### src/rtl/tlb_refill.sv
// Small fully-associative TLB with dual combinational lookup ports and a single
// outstanding page-walk refill engine (IDLE -> WALK -> DONE).
module tlb_refill #(
   parameter int unsigned ENTRIES   = 8,
   parameter int unsigned PTE_WIDTH = 44
) (
   input  logic                 clk,
   input  logic                 rst,
   // fetch lookup
   input  logic [31:0]          i_fetch_va,
   input  logic                 i_fetch_vld,
   output logic [PTE_WIDTH-1:0] o_fetch_pte,
   output logic                 fetch_hit,
   // data lookup
   input  logic [31:0]          i_tlb_va,
   input  logic                 i_tlb_vld,
   output logic [PTE_WIDTH-1:0] o_tlb_pte,
   output logic                 tlb_hit,
   // walker
   output logic                 o_walk_req,
   output logic [19:0]          o_walk_vpn,
   input  logic                 i_walk_ack,
   input  logic [PTE_WIDTH-1:0] i_walk_pte,
   input  logic                 i_walk_fault,
   // control / status
   input  logic                 i_flush,
   output logic                 o_busy,
   output logic                 o_fill_done,
   output logic                 o_fault
);

   localparam int unsigned IDX_W  = (ENTRIES > 1) ? $clog2(ENTRIES) : 1;
   localparam int unsigned VPN_LO = 23;
   localparam int unsigned VPN_HI = 42;

   typedef enum logic [1:0] {StIdle, StWalk, StDone} state_e;

   state_e               state_q, state_d;
   logic [PTE_WIDTH-1:0] pte_q [ENTRIES];
   logic [ENTRIES-1:0]   valid_q;
   logic [IDX_W-1:0]     victim_q;
   logic [19:0]          walk_vpn_q;
   logic                 fault_q;

   // Page offsets never take part in translation.
   logic unused_va_bits;
   assign unused_va_bits = ^{i_tlb_va[11:0], i_fetch_va[11:0]};

   function automatic logic pte_match(input logic                 entry_vld,
                                      input logic [PTE_WIDTH-1:0] pte,
                                      input logic [19:0]          vpn);
      return entry_vld && (pte[VPN_HI:VPN_LO] == vpn) && pte[1] && pte[2];
   endfunction

   // ---------------------------------------------------------------------------
   // Lookup: descending scan so the lowest matching index wins
   // ---------------------------------------------------------------------------
   logic                 tlb_found, fetch_found;
   logic [PTE_WIDTH-1:0] tlb_sel, fetch_sel;

   always_comb begin
      tlb_found   = 1'b0;
      fetch_found = 1'b0;
      tlb_sel     = '0;
      fetch_sel   = '0;
      for (int i = int'(ENTRIES) - 1; i >= 0; i--) begin
         if (pte_match(valid_q[i], pte_q[i], i_tlb_va[31:12])) begin
            tlb_found = 1'b1;
            tlb_sel   = pte_q[i];
         end
         if (pte_match(valid_q[i], pte_q[i], i_fetch_va[31:12])) begin
            fetch_found = 1'b1;
            fetch_sel   = pte_q[i];
         end
      end
   end

   assign tlb_hit     = i_tlb_vld & tlb_found;
   assign fetch_hit   = i_fetch_vld & fetch_found;
   assign o_tlb_pte   = tlb_hit ? tlb_sel : '0;
   assign o_fetch_pte = fetch_hit ? fetch_sel : '0;

   // ---------------------------------------------------------------------------
   // Miss detection and walk response qualification
   // ---------------------------------------------------------------------------
   logic        tlb_miss, fetch_miss, start_walk;
   logic        ack_ok, pte_good, install, reject;
   logic [19:0] miss_vpn;

   always_comb begin
      tlb_miss   = i_tlb_vld & ~tlb_found;
      fetch_miss = i_fetch_vld & ~fetch_found;
      miss_vpn   = tlb_miss ? i_tlb_va[31:12] : i_fetch_va[31:12];
      start_walk = (state_q == StIdle) & (tlb_miss | fetch_miss) & ~i_flush;
      // A flush in the same cycle as the ack wins; the response is dropped.
      ack_ok     = (state_q == StWalk) & i_walk_ack & ~i_flush;
      pte_good   = ~i_walk_fault & (i_walk_pte[2:1] == 2'b11);
      install    = ack_ok & pte_good;
      reject     = ack_ok & ~pte_good;
   end

   // ---------------------------------------------------------------------------
   // Fill target: existing entry for this VPN, else lowest free, else victim
   // ---------------------------------------------------------------------------
   logic                 same_found, free_found, use_victim;
   logic [IDX_W-1:0]     same_idx, free_idx, target_idx, victim_nxt;
   logic [PTE_WIDTH-1:0] wr_pte;

   always_comb begin
      same_found = 1'b0;
      free_found = 1'b0;
      same_idx   = '0;
      free_idx   = '0;
      for (int i = int'(ENTRIES) - 1; i >= 0; i--) begin
         if (valid_q[i] && (pte_q[i][VPN_HI:VPN_LO] == walk_vpn_q)) begin
            same_found = 1'b1;
            same_idx   = IDX_W'(i);
         end
         if (!valid_q[i]) begin
            free_found = 1'b1;
            free_idx   = IDX_W'(i);
         end
      end
      use_victim = ~same_found & ~free_found;
      target_idx = same_found ? same_idx : (free_found ? free_idx : victim_q);
      victim_nxt = (victim_q == IDX_W'(ENTRIES - 1)) ? '0 : victim_q + IDX_W'(1);
      // The walker's VPN field is not trusted; the requested VPN is installed.
      wr_pte     = i_walk_pte;
      wr_pte[VPN_HI:VPN_LO] = walk_vpn_q;
   end

   // ---------------------------------------------------------------------------
   // FSM: state register, next state, outputs
   // ---------------------------------------------------------------------------
   always_ff @(posedge clk or posedge rst) begin
      if (rst) begin
         state_q <= StIdle;
      end else begin
         state_q <= state_d;
      end
   end

   always_comb begin
      state_d = state_q;
      unique case (state_q)
         StIdle: if (start_walk) state_d = StWalk;
         StWalk: if (ack_ok) state_d = pte_good ? StDone : StIdle;
         StDone: state_d = StIdle;
         default: state_d = StIdle;
      endcase
      if (i_flush) state_d = StIdle;
   end

   always_comb begin
      o_walk_req  = (state_q == StWalk);
      o_fill_done = (state_q == StDone);
      o_busy      = (state_q == StWalk) | (state_q == StDone);
      o_fault     = fault_q;
      o_walk_vpn  = walk_vpn_q;
   end

   // ---------------------------------------------------------------------------
   // Entry storage, victim pointer, walk VPN and fault pulse
   // ---------------------------------------------------------------------------
   always_ff @(posedge clk or posedge rst) begin
      if (rst) begin
         for (int i = 0; i < int'(ENTRIES); i++) begin
            pte_q[i] <= '0;
         end
         valid_q    <= '0;
         victim_q   <= '0;
         walk_vpn_q <= '0;
         fault_q    <= 1'b0;
      end else begin
         fault_q <= reject;
         if (i_flush) begin
            valid_q  <= '0;
            victim_q <= '0;
         end else if (install) begin
            pte_q[target_idx]   <= wr_pte;
            valid_q[target_idx] <= 1'b1;
            if (use_victim) victim_q <= victim_nxt;
         end
         if (start_walk) walk_vpn_q <= miss_vpn;
      end
   end

endmodule

### config.mk
export PLATFORM = sky130hd
export DESIGN_NAME = tlb_refill
export DESIGN_NICKNAME = d
export VERILOG_FILES = /design/src/rtl/tlb_refill.sv
export SDC_FILE = /design/constraint.sdc
export NUM_CORES = 2
export LEC_CHECK = 0
export ABC_AREA = 1
export CORE_MARGIN = 2
export CORE_UTILIZATION = 54
export DETAILED_ROUTE_END_ITERATION = 16
export PLACE_DENSITY = 0.78
export REMOVE_ABC_BUFFERS = 1
export SYNTH_ARGS = -nofsm -noshare
export SYNTH_HDL_FRONTEND = slang
export SYNTH_SLANG_ARGS = --single-unit
### constraint.sdc
create_clock -name clk -period 12.4 [get_ports clk]
set_clock_uncertainty 0.2 [all_clocks]
set_input_delay 1.86 -clock clk [delete_from_list [all_inputs] [get_ports clk]]
set_output_delay 1.86 -clock clk [all_outputs]
set_load 0.1 [all_outputs]
==> out/results.ini <==
[routing]
drt_iter0_drc=5903
via_count=32700
route.detailed.drc=0
drt-pass1-iter-count=10
drt.antenna.violating_nets=0
wire_per_inst_um=26.7
via_per_inst=6.37
totalWireLength_um=137000

[grt]
grt_pass1_vias=30200
antenna_found_initial=15
grt.total_usage_pct=50.5
grt_pass1_wl_um=199000
globalRouteOverflowTotal=0
grt_max_degree=154

[finish]
final_cell_area_sq_mm=0.0314
nNetsFinal=4532
fin_cells=5138
fillers=5234
area_growth_pct=10.4
drive_gt1_share_pct=4.46

[hold_path]
min_from=pte_q[222]
hold_path.class=reg2reg

[timing]
hold_viol=0
setup_ws_ns=1.65
finalSetupTns_ns=0
maxSlewViolCount=2
slew_headroom_pct=-10.1
rsz0062_at_grt=no
period_needed_ns=10.75
fin_crit_sh_pct=86.7
worst_pin_slew_ns=1.64
finalSetupViolCount=0
fmax_mhz=93.0

[logic_synthesis]
synthArstFlopShare_pct=100
syn_area_sq_mm=0.0284
yosysTopAreaCellShare_pct=34.0
yosysMostFrequentCell=nand2_1
yosysSeqAreaShare_pct=34.0
syn_inst=4486
synth_common_cells=nand2_1, dfrtp_1, o21ai_0
yosys.area.top_type=dfrtp_1
yosys_warnings=0
ys_ff_latch=386
synth_area_leaders=dfrtp_1, nand2_1, o21ai_0
yosysUniqueCellTypes=40
yosys_most_used_dff=dfrtp_1
syn_area_per_cell_sq_um=6.34
synth_edf_count=0

[placed_design]
hpwl_um=88800
io_buffers=184
dpl_cell_area_sq_mm=0.0299
place.gp.congestion=1.09
placed_cells=5052
place_ws_ns=2.49

[setup_path]
worst_setup_path_start_kind=input pin
endpoint_kind=primary output
critPathLaunch=i_fetch_va[18]
cp_slowest_cell=nor3_1
required_ns=10.34
worstPathArrival_ns=8.69
cp_max_fo=32
worstReg2RegStart=o_walk_vpn[10]
slowest_delay_ns=1.23
path_class=in2out
cp_cell_sequence=clkdlybuf4s50_1, clkinv_1, o22ai_1, nor2_1, nand2_1, nor3_1, nand3_1, nand2_1, nor2_1, a21boi_4, buf_4, o21ai_0, a21oi_1, clkdlybuf4s50_1

[power]
ir_drop_v=0.000106
p_leak_nw=13.6
p_per_area_mw_per_mm2=126

[cts]
htreeDepth=2
clkSinkCount=386
cts_buffer_depth=3
cts_tree=built
cts_made_buffers=45
cts-root-buf=clkbuf_16
clk_pin_slew_worst_paths_ns=0.05
cts_repair_resize_count=0
post_cts_buffers=0
cts_hold_buf=0
worstSkewPairLatency_ns=0.63

[run_status]
violations=max-capacitance violations, max-slew violations
status=finished, violations left

[floorplanning]
rows=84
start_util_pct=54.3
die_w_um=233
ioPinCount=229
die_area_sq_mm=0.0545
die_h_um=233
coreArea_sq_mm=0.0523

[job]
max_cap_violations=1

cell type report:
cell class                      instances  area [sq um]  area share, %
Clock buffer                           60          1270           4.05
Antenna cell                            7          17.5         0.0558
Timing Repair Buffer                  242          2290           7.30
Multi-Input combinational cell       3430         15900           50.8
Sequential cell                       386          9660           30.8
Clock inverter                         19           195          0.622
Tap cell                              688           861           2.74
Inverter                              306          1160           3.70
cells by family after synthesis:
family          synth area share, %
compound gates                 19.2
xor+xnor                       5.58
fa+ha+maj                     0.264
buf+inv                        10.4
flops                          34.0
simple gates                   30.7
path summary, 6_finish.rpt:
kind,slack [ns],cells after the start,endpoint
min in group asynchronous,1.54,2,pte_q[339]
max,1.65,14,o_fetch_pte[12]
max in group asynchronous,8.23,4,pte_q[96]
max reg2reg,7.04,18,pte_q[9]
min,0.25,2,pte_q[222]
min reg2reg,0.25,2,pte_q[222]
registers in the layout (all words and copies together), names as in the netlist:
name	flops
pte_q	352
victim_q	3
o_fault	1
o_walk_vpn	20
valid_q	8
state_q	2
critical path, delay by kind of cell:
kind / cells / cell delay (ns)
buffers and inverters: 4 / 3.01
AND/OR/NAND/NOR: 6 / 2.34
AO/OA/AOI/OAI: 4 / 1.41
metrics by stage:
stage / power [W] / util [%] / hold WS, ns
2_1_floorplan: 0.00203 / - / 0.222
3_3_place_gp: 0.00250 / 57.1 / 0.232
3_5_place_dp: 0.00250 / 57.1 / 0.243
4_1_cts: 0.00384 / 59.9 / 0.258
5_1_grt: 0.00403 / 59.9 / 0.276
6_report: 0.00394 / 60.0 / 0.253
report_power, final:
part	internal, W	switching, W	leakage [nW]
logic	0.000258	0.000760	7.63
registers	0.00132	0.000240	5.25
clock network	0.000768	0.000596	0.727
total	0.00235	0.00160	13.6
layer usage:
layer,routed length [um],vias to the layer above,GRT usage (%),part of all wire (%)
li1,-,14200,-,-
met1,47500,14800,60.5,35
met2,56000,2849,71.9,41
met3,21100,878,21.3,15
met4,12400,20,37.6,9.1
met5,207,-,1.01,0.15
layout by cell type (no fill, tap or decap), types with 2 or more instances in the layout:
cell type,Yosys,routed
clkbuf_8,0,9
clkinvlp_4,0,2
nand3_1,114,110
inv_16,0,2
o21ai_1,217,217
nand3_2,10,10
a21boi_0,4,4
nand2_2,6,7
nand4_1,59,59
dfrtp_1,386,386
buf_4,32,57
bufinv_16,0,2
clkdlybuf4s50_1,0,184
o22ai_1,112,112
nor2_1,310,308
diode_2,0,7
xnor2_1,126,126
ha_1,6,6
inv_1,279,274
nand3_4,0,4
clkinv_2,0,9
inv_2,18,22
a21oi_4,2,3
clkbuf_16,0,45
o221ai_1,2,2
nand3b_1,2,2
nand2_1,1669,1668
nor2_4,2,7
xor2_1,55,55
a21oi_1,310,309
o211ai_1,7,7
clkinv_4,0,3
o21ai_0,385,385
clkbuf_1,184,6
nor3_1,16,15
a21boi_4,0,2
nor2_2,7,4
inv_4,2,2
clkinv_1,7,7
Power figures use the tool's default switching activity.
